File: src/rtl/bin_to_bcd_seq.sv
// Sequential binary-to-BCD converter (double dabble, one bit per clock) with valid/ready
// handshakes, optional sign-magnitude input, overflow saturation and leading-zero info.
module bin_to_bcd_seq #(
  parameter int unsigned IN_WIDTH   = 16,
  parameter int unsigned BCD_DIGITS = 5,
  parameter bit          SIGNED_EN  = 1'b0,
  localparam int unsigned CNT_W     = $clog2(BCD_DIGITS + 1)
) (
  input  logic                    clk,
  input  logic                    rst,
  input  logic                    in_valid,
  output logic                    in_ready,
  input  logic [IN_WIDTH-1:0]     bin_in,
  input  logic                    signed_mode,
  output logic                    out_valid,
  input  logic                    out_ready,
  output logic [4*BCD_DIGITS-1:0] bcd_out,
  output logic                    neg,
  output logic                    overflow,
  output logic [CNT_W-1:0]        digit_cnt,
  output logic [BCD_DIGITS-1:0]   blank_mask
);

  localparam int unsigned BW     = 4 * BCD_DIGITS;
  localparam int unsigned STEP_W = $clog2(IN_WIDTH + 1);

  typedef enum logic [1:0] {StIdle, StConvert, StFinal, StDone} state_e;

  state_e                state_q, state_d;
  logic [IN_WIDTH-1:0]   mag_q, mag_d, mag_c;
  logic [BW-1:0]         acc_q, acc_d, adj;
  logic [STEP_W-1:0]     step_q, step_d;
  logic                  sticky_q, sticky_d;
  logic                  neg_r_q, neg_r_d, neg_c;
  logic [BW-1:0]         bcd_q, bcd_d;
  logic                  neg_q, neg_d, ovf_q, ovf_d, out_valid_q, out_valid_d;
  logic [CNT_W-1:0]      cnt_q, cnt_d, cnt_c;
  logic [BCD_DIGITS-1:0] blank_q, blank_d, blank_c;

  always_comb begin
    mag_c = bin_in;
    neg_c = 1'b0;
    if (SIGNED_EN && signed_mode && bin_in[IN_WIDTH-1]) begin
      mag_c = ~bin_in + {{(IN_WIDTH-1){1'b0}}, 1'b1};
      neg_c = 1'b1;
    end
  end

  // Add-3 correction applied to every digit before each shift.
  always_comb begin
    adj = acc_q;
    for (int i = 0; i < BCD_DIGITS; i++) begin
      if (acc_q[4*i+:4] >= 4'd5) adj[4*i+:4] = acc_q[4*i+:4] + 4'd3;
    end
  end

  always_comb begin
    cnt_c = CNT_W'(1);
    for (int i = 0; i < BCD_DIGITS; i++) begin
      if (acc_q[4*i+:4] != 4'd0) cnt_c = CNT_W'(i + 1);
    end
    for (int i = 0; i < BCD_DIGITS; i++) begin
      blank_c[i] = (CNT_W'(i) >= cnt_c);
    end
  end

  always_comb begin
    state_d     = state_q;
    mag_d       = mag_q;
    acc_d       = acc_q;
    step_d      = step_q;
    sticky_d    = sticky_q;
    neg_r_d     = neg_r_q;
    bcd_d       = bcd_q;
    neg_d       = neg_q;
    ovf_d       = ovf_q;
    cnt_d       = cnt_q;
    blank_d     = blank_q;
    out_valid_d = out_valid_q;
    unique case (state_q)
      StIdle: begin
        if (in_valid) begin
          mag_d    = mag_c;
          neg_r_d  = neg_c;
          acc_d    = '0;
          step_d   = '0;
          sticky_d = 1'b0;
          state_d  = StConvert;
        end
      end
      StConvert: begin
        acc_d    = {adj[BW-2:0], mag_q[IN_WIDTH-1]};
        mag_d    = {mag_q[IN_WIDTH-2:0], 1'b0};
        sticky_d = sticky_q | adj[BW-1];
        step_d   = step_q + STEP_W'(1);
        if (step_q == STEP_W'(IN_WIDTH - 1)) state_d = StFinal;
      end
      StFinal: begin
        if (sticky_q) begin
          bcd_d   = {BCD_DIGITS{4'h9}};
          cnt_d   = CNT_W'(BCD_DIGITS);
          blank_d = '0;
          ovf_d   = 1'b1;
        end else begin
          bcd_d   = acc_q;
          cnt_d   = cnt_c;
          blank_d = blank_c;
          ovf_d   = 1'b0;
        end
        // A zero magnitude never reports negative.
        neg_d       = neg_r_q && (sticky_q || (acc_q != '0));
        out_valid_d = 1'b1;
        state_d     = StDone;
      end
      StDone: begin
        if (out_ready) begin
          out_valid_d = 1'b0;
          state_d     = StIdle;
        end
      end
      default: state_d = StIdle;
    endcase
  end

  always_ff @(posedge clk or posedge rst) begin
    if (rst) begin
      state_q     <= StIdle;
      mag_q       <= '0;
      acc_q       <= '0;
      step_q      <= '0;
      sticky_q    <= 1'b0;
      neg_r_q     <= 1'b0;
      bcd_q       <= '0;
      neg_q       <= 1'b0;
      ovf_q       <= 1'b0;
      cnt_q       <= CNT_W'(1);
      blank_q     <= ~BCD_DIGITS'(1);
      out_valid_q <= 1'b0;
    end else begin
      state_q     <= state_d;
      mag_q       <= mag_d;
      acc_q       <= acc_d;
      step_q      <= step_d;
      sticky_q    <= sticky_d;
      neg_r_q     <= neg_r_d;
      bcd_q       <= bcd_d;
      neg_q       <= neg_d;
      ovf_q       <= ovf_d;
      cnt_q       <= cnt_d;
      blank_q     <= blank_d;
      out_valid_q <= out_valid_d;
    end
  end

  assign in_ready   = (state_q == StIdle);
  assign out_valid  = out_valid_q;
  assign bcd_out    = bcd_q;
  assign neg        = neg_q;
  assign overflow   = ovf_q;
  assign digit_cnt  = cnt_q;
  assign blank_mask = blank_q;

endmodule

File: config.mk
export PLATFORM = sky130hd
export DESIGN_NAME = bin_to_bcd_seq
export DESIGN_NICKNAME = d
export VERILOG_FILES = /design/src/rtl/bin_to_bcd_seq.sv
export SDC_FILE = /design/constraint.sdc
export NUM_CORES = 1
export LEC_CHECK = 0
export CAP_MARGIN = 5
export CORE_MARGIN = 5
export CORE_UTILIZATION = 25
export DETAILED_ROUTE_END_ITERATION = 10
export MAX_ROUTING_LAYER = met4
export SETUP_SLACK_MARGIN = 0.1
export SLEW_MARGIN = 40
export SYNTH_ARGS = -nofsm -noshare
export SYNTH_HDL_FRONTEND = slang
export SYNTH_SLANG_ARGS = --single-unit
File: constraint.sdc
create_clock -name clk -period 3 [get_ports clk]
set_input_delay 0.45 -clock clk [delete_from_list [all_inputs] [get_ports clk]]
set_output_delay 0.45 -clock clk [all_outputs]
set_load 0.02 [all_outputs]
Word level (Yosys, flattened, before mapping)
Cells that the tools add are included.
{ "word_totals": {"output_inout_bits": 32, "reg_bits": 74, "word_cells": 71} }
{ "op_classes": {"n_eq_ne": 7, "bitwise_logic": 1, "n_mux": 27, "add_sub_neg": 6, "n_lt_le_gt_ge": 10, "n_reduce_logical": 10} }
{ "ops": {"columns": ["op", "n"], "rows": [
  ["2-to-1 mux 20 bit", 2],
  ["one-hot mux 20 bit (2 select lines)", 1],
  ["one-hot mux 16 bit (2 select lines)", 1],
  ["adder 4 x 2 -> 4 bit, second input constant", 5],
  [">= comparator 4 x 3 -> 1 bit, second input constant", 5],
  ["2-to-1 mux 4 bit", 5],
  ["2-to-1 mux 16 bit", 1],
  ["nonzero test 4 bit", 4],
  ["2-to-1 mux 3 bit", 4],
  ["2-to-1 mux 5 bit", 2],
  ["one-hot mux 5 bit (2 select lines)", 1],
  ["2-to-1 mux 2 bit", 4],
  ["one-hot mux 2 bit (4 select lines)", 1],
  [">= comparator 1 x 3 -> 1 bit, first input constant", 2],
  [">= comparator 2 x 3 -> 1 bit, first input constant", 2],
  ["!= test 2 bit, second input constant", 3],
  ["adder 5 x 1 -> 5 bit, second input constant", 1],
  ["equality test 5 x 4 -> 1 bit, second input constant", 1],
  ["equality test 2 bit, second input constant", 2],
  ["one-hot mux 1 bit (2 select lines)", 2],
  ["AND reduction 2 bit", 2],
  ["nonzero test 2 bit", 2],
  [">= comparator 3 bit, first input constant", 1],
  ["2-to-1 mux 1 bit", 3],
  ["other kinds (4)", 4]
]} }

Logic depth before layout (Yosys ltp)
Gate-level depths: netlist of run 1.
{ "depth": {"depth_word": 7, "mapped_depth": 7, "mapped_depth_nobuf": 6} }

Worst setup path after synthesis of run 1
No wires, ideal clock.
{ "synth_path": {"path_kind": "reg2reg", "from": "register state_q[0]", "to": "register acc_q[19]", "synth_period_minus_slack_ps": 1651, "slack_ps": 1349, "t_arrival_ps": 1529, "n_path_buf": 1, "required_ps": 2878, "path_stages_with_launch": 7, "cell_sequence": "dfrtp_1 -> inv_1 -> ha_1 -> nand2b_1 -> and2_4 -> buf_6 -> a32o_1"} }
{ "synth_between": {"elab_chain_cells": 3} }
{ "synth_lines": {"columns": ["element", "line", "rtl"], "rows": [
  ["start: declaration", "29", "state_e state_q, state_d;"],
  ["start signal: assignment", "127", "state_q <= StIdle;"],
  ["start signal: assignment", "140", "state_q <= state_d;"],
  ["zero test 2 bit (*)", null, null],
  ["via in_ready", "12", "output logic in_ready,"],
  ["!= test 2 bit (no line) or nonzero test 2 bit (tied branches)", null, null],
  ["AND reduction 2 bit (no line)", null, null],
  ["end signal: assignment", "129", "acc_q <= '0;"],
  ["end signal: assignment", "142", "acc_q <= acc_d;"],
  ["end: declaration", "31", "logic [BW-1:0] acc_q, acc_d, adj;"]
]} }
Mark *: on every way through the listed nets, which the timed path passes. The rest lies on a longest branch.
A chain may end at the register's enable or synchronous reset.

Worst setup path in the final report of run 1
{ "layout_path": {"from": "register state_q[1]", "to": "output in_ready"} }
{ "layout_between": {"elab_chain_cells": 1} }
{ "layout_lines": {"columns": ["element", "line", "rtl"], "rows": [
  ["zero test 2 bit", "155", "assign in_ready = (state_q == StIdle);"],
  ["end: declaration", "12", null]
]} }
No other way between the ends.

==> summary.txt, run 1 <==
outcome: finished clean
crit path max fanout: 6
most frequent cells in the layout: 69 x dfrtp_1, 50 x clkdlybuf4s50_1, 30 x inv_1
Period minus WS final: 2.327 ns
GRT overflow: 0
final net count: 420
top_reg_cell synth: dfrtp_1
Chip Width: 128.5 um
Initial Util: 25.39%
Crit-path slowest cell: clkdlybuf4s50_1
type of the worst setup path: reg2out
cts bufs inserted: 9
Global Route Usage Sum: 10.51%
RSZ-0062 raised after global routing: no
Setup TNS: 0 ns
# H-tree levels: 3
placed insts: 549
drt wl/cell: 13.91 um
Starting DRT DRC Count: 96
Hold Path Depth: 2
hold buffer count at CTS: 0
Die Area: 16,510 um^2
first-pass GRT wire length: 13,410 um
maximum VDD drop: 0.3160 mV
Seq cells post-synth: 74
vias in the first global route: 2,677
Mapped Area: 3511 um^2
Mean Syn Cell Area: 10.61 um^2
Final Hold Vio Count: 0
Final setup viols: 0
Gate Count Post-Synth: 331
TritonCTS clock tree: yes
Final Cycle Share: 77.56%
FP Rows: 43
pwr dens: 1069 nW/um^2
1st-pass router iterations: 4
worst endpoint data arrival time: 1.88 ns
most common cell after layout, fill and taps aside: dfrtp_1
Slew Limit Fails: 0
CTS clk-pin slew, worst paths: 0.06 ns
post-CTS resize count: 0
via-per-instance ratio: 4.538
non-filler cells, final: 565
Antenna diodes: 0
initial antenna violation count: 0
CORE AREA: 13,830 um^2
Die Y: 128.5 um
layout cells sized above 1: 9.091%
reg2reg path depth: 6
Hold WC Path Type: reg2reg
fraction of synthesized cell area in xor and xnor cells: 1.497%
DRC: 0
Max Clk Rate: 0.4298 GHz
Post-synth ARST share: 100.0%
P_leak: 1.951 nW
EDFF count, synth: 0
Max Cap Viol: 0
final antenna-violating net count: 0
pin count of the biggest net entering global routing: 75
RD Place Congestion: 0.8165
Post-CTS Repair Setup Buffers: 0
Ports: 53
Layout area overhead: 28.65%
Simple-Gate Fraction of Synth Area: 8.945%
register area share after synthesis: 52.92%
post-synthesis adder-cell area fraction: 6.771%
Worst-Margin Slew: 0.7997 ns
final hold slack: 0.4709 ns
CP cell instances: inv_1, ha_1, clkdlybuf4s50_1
Vias: 2,564
root buffer cell: clkbuf_16
Mapped Nets: 371
fill count: 1,384
Max clock buf depth: 2
Syn. warnings: 0
Rel. slew slack: 46.68%
Clock Sinks: 74
clk_skew: 0.006022 ns
HPWL Detailed: 5226 um
I/O Buffers: 50
CP required: 2.55 ns
total wire length: 7857 um
main combinational cell family by area after synthesis: compound AO/OA/AOI/OAI gates
Critical Path End Type: output pin
crit path launch type: register
mux contribution to synthesized area: 5.738%
critical path's largest stage delay: 0.67 ns
clk_lat worst skew: 0.34 ns
Compound-Gate Fraction of Synth Area: 18.03%
count of cell types in the netlist: 41
worst paths after layout:
| kind | slack [ns] | end | startpoint |
|---|---|---|---|
| max in group asynchronous | 2.15 | digit_cnt[0]$_DFFE_PP1P_ | rst |
| worst min register to register | 0.47 | blank_mask[3]$_DFFE_PP1P_ | blank_mask[3]$_DFFE_PP1P_ |
| worst max-delay path | 0.67 | in_ready | state_q[1]$_DFFE_PP0P_ |
| worst min-delay path | 0.47 | blank_mask[3]$_DFFE_PP1P_ | blank_mask[3]$_DFFE_PP1P_ |
| worst max register to register | 0.69 | acc_q[19]$_DFFE_PP0P_ | state_q[1]$_DFFE_PP0P_ |
| min in group asynchronous | 0.51 | bcd_out[19]$_DFFE_PP0P_ | rst |
cells in the mapped netlist (3+ instances only):
master	instances	share of area, %
a22o_1	6	1.5
o31ai_1	7	1.5
a21oi_1	18	2.6
o22ai_1	17	3.0
nor2_1	15	1.6
buf_2	3	0.43
clkbuf_1	6	0.64
mux2i_1	19	5.4
o22a_1	5	1.2
buf_4	6	1.3
xnor2_1	5	1.2
nor3b_1	4	0.86
dfstp_2	5	3.7
a32o_1	5	1.4
inv_1	31	3.3
nand2b_1	7	1.2
o21ai_0	29	4.1
nand2_1	29	3.1
dfrtp_1	69	49
o21ai_1	5	0.71
ha_1	19	6.8
cell families after synthesis:
group | Yosys count
AO/OA/AOI/OAI | 99
XOR/XNOR | 6
adder cells (fa/ha/maj) | 19
buffers and inverters | 47
flip-flops | 74
multiplexers | 20
other | 1
AND/OR/NAND/NOR | 65
final cells by class:
| type | count | area [um^2] | area share, % |
|---|---|---|---|
| clock inverters | 5 | 63.81 | 1.413 |
| multi-input cells | 210 | 1455 | 32.22 |
| inverters | 31 | 116.4 | 2.576 |
| flip-flops and latches | 74 | 1858 | 41.14 |
| well taps | 180 | 225.2 | 4.986 |
| repair buffers | 54 | 555.5 | 12.30 |
| clock buffers | 11 | 242.7 | 5.374 |
critical path: cells and delay by family (launching register included):
| kind | cells | cell delay, ns |
|---|---|---|
| DFF | 1 | 0.40 |
| adders and majority gates | 1 | 0.36 |
| buffers and inverters | 2 | 0.78 |
layer usage:
metal  up-vias  track usage (%)  share of wire [%]
met1      1259            12.63                 44
met4         0            3.891                1.1
met3         7            2.864                5.6
li1       1247                -                  -
met2        51            16.95                 50
met5         -                -                  0
through the flow:
| step | worst slack [ns] | area (um^2) | utilization, % | power, mW |
|---|---|---|---|---|
| after floorplan | 0.6767 | 3511 | - | 3.056 |
| final | 0.6732 | 4517 | 32.67 | 4.828 |
| after CTS | 0.6599 | 4517 | 32.67 | 4.908 |
| after global routing | 0.4811 | 4517 | 32.67 | 5.231 |
| after detailed placement | 0.7004 | 4210 | 30.45 | 3.765 |
| after global placement | 0.7706 | 4210 | 30.45 | 3.700 |
state kept, by name (all words and copies together), names as in the netlist:
name and count:
bcd_out 20, mag_q 16, step_q 5, digit_cnt 3, state_q 2, blank_mask 5, overflow 1, acc_q 20
sticky_q 1, out_valid 1
where the power goes:
group          internal (mW)  switching (mW)
combinational          0.908            1.22
clock                  0.671           0.428
sequential              1.38           0.225
total                   2.96            1.87
Power figures use the tool's default switching activity.
==> inputs of run 2 (changes only) <==
Clock period 3 ns to 1.89 ns, I/O delays scaled along.
==> summary.txt, run 2 (synthesis gave the netlist of run 1 again) <==
outcome: finished clean
HPWL Detailed: 5496 um (+5.2%)
reg2reg start: state_q[1]$_DFFE_PP0P_
placed insts: 557 (+1.5%)
Ports: 53 (unchanged)
Initial Util: 25.39% (unchanged)
most common cell after layout, fill and taps aside: dfrtp_1
type of the worst setup path: reg2out
pin count of the biggest net entering global routing: 34 (-55%)
first-pass GRT wire length: 13,330 um (-0.62%)
clk_lat worst skew: 0.33 ns (about the same)
hold buffer count at CTS: 0 (unchanged)
TritonCTS clock tree: yes
final antenna-violating net count: 0 (unchanged)
critical path's largest stage delay: 0.60 ns (-0.07 ns)
pwr dens: 1712 nW/um^2 (+60%)
RD Place Congestion: 0.8298 (+1.6%)
Hold WC Path Type: in2async
most frequent cells in the layout: 69 x dfrtp_1, 49 x clkdlybuf4s50_1, 30 x inv_1
Period minus WS final: 1.740 ns
P_leak: 2.010 nW (+3.1%)
Max Clk Rate: 0.5747 GHz
RR Endpoint: acc_q[3]$_DFFE_PP0P_
Max clock buf depth: 2 (unchanged)
Starting DRT DRC Count: 152 (+58%)
CP Buf/Inv Count: 1 (-1)
# H-tree levels: 3 (unchanged)
Final Cycle Share: 92.07%
RSZ-0062 raised after global routing: no
Clock Sinks: 74 (unchanged)
via-per-instance ratio: 4.527 (-0.24%)
FP Rows: 43 (unchanged)
clk_skew: 0.005922 ns (-0.0001001 ns)
Final setup viols: 0 (unchanged)
CP startpoint: digit_cnt[0]$_DFFE_PP1P_
Antenna diodes: 0 (unchanged)
root buffer cell: clkbuf_16
GRT overflow: 0 (unchanged)
Die Y: 128.5 um (unchanged)
worst endpoint data arrival time: 1.46 ns (-0.42 ns)
reg2reg path depth: 6 (unchanged)
Chip Width: 128.5 um (unchanged)
DRC: 0 (unchanged)
Die Area: 16,510 um^2 (unchanged)
final hold slack: 0.3235 ns (-0.1474 ns)
Layout area overhead: 31.86%
CTS clk-pin slew, worst paths: 0.06 ns (about the same)
Critical Path End Type: output pin
Max Cap Viol: 0 (unchanged)
crit path launch type: register
CORE AREA: 13,830 um^2 (unchanged)
Worst Slack Setup Final: 0.1499 ns (-0.5233 ns)
I/O Buffers: 50 (unchanged)
pre-CTS setup slack: -0.006429 ns (-0.7068 ns)
vias in the first global route: 2,736 (+2.2%)
Crit-path slowest cell: clkdlybuf4s50_1
reg-to-reg setup timing slack: 0.21 ns (-0.48 ns)
CP cell instances: clkdlybuf4s50_1
total wire length: 7780 um (-0.98%)
final net count: 428 (+1.9%)
Vias: 2,594 (+1.2%)
CP required: 1.61 ns (-0.94 ns)
CP delay by family, top: buffers and inverters
initial antenna violation count: 0 (unchanged)
crit path max fanout: 2 (-4)
maximum VDD drop: 0.4695 mV (+49%)
Slew Limit Fails: 0 (unchanged)
Global Route Usage Sum: 10.34% (-0.17 points)
drt wl/cell: 13.58 um (-2.4%)
Final Hold Vio Count: 0 (unchanged)
non-filler cells, final: 573 (+1.4%)
Tot Pwr: 7.928 mW (+64%)
1st-pass router iterations: 4 (unchanged)
layout cells sized above 1: 11.96% (+2.9 points)
cts bufs inserted: 9 (unchanged)
==> run 2: where the power goes <==
part | internal, mW | switching (mW) | leakage [nW] | total, mW
clock network | 1.20 | 0.684 | 0.163 | 1.88
logic | 1.55 | 1.96 | 0.895 | 3.51
registers | 2.19 | 0.351 | 0.952 | 2.54
==> run 2: cell type report <==
type                       count  area [um^2]
clock inverter                 6        87.58
sequential                    74         1858
multi-input combinational    210         1473
fill                        1382         9198
timing repair buffer          62        626.9
tap                          180        225.2
clock buffer                  10        239.0
inverter                      31        120.1
==> run 2: how the worst max path moves through the flow <==
stage,slack [ns],cells past startpoint,end
global route,0.10,1,digit_cnt[0]
detailed placement,-0.006,5,acc_q[3]$_DFFE_PP0P_
finish,0.15,1,digit_cnt[0]
floorplan,0.24,6,acc_q[7]$_DFFE_PP0P_
CTS,0.07,3,in_ready
global placement,0.07,5,acc_q[3]$_DFFE_PP0P_
==> run 2: repair_timing <==
item	in CTS	in global routing
buffers inserted	0	0
gates resized for setup	4	4
pin swaps	0	1
setup endpoints to repair	10	11
==> run 2: metal layers <==
metal | GRT usage (%) | wire length, um | vias to the layer above | part of all wire, %
met3 | 3.030 | 377 | 16 | 4.8
met5 | - | 0 | - | 0
li1 | - | - | 1273 | -
met1 | 12.39 | 3500 | 1250 | 45
met2 | 16.33 | 3715 | 55 | 48
met4 | 4.262 | 186 | 0 | 2.4
==> run 2: metrics by stage <==
stage / util [%] / area [um^2] / TNS [ns]
6_report: 33.48 / 4629 / 0
5_1_grt: 33.48 / 4629 / 0
4_1_cts: 33.46 / 4627 / 0
3_5_place_dp: 31.00 / 4287 / -0.006429
3_3_place_gp: 31.00 / 4287 / 0
2_1_floorplan: - / 3515 / 0
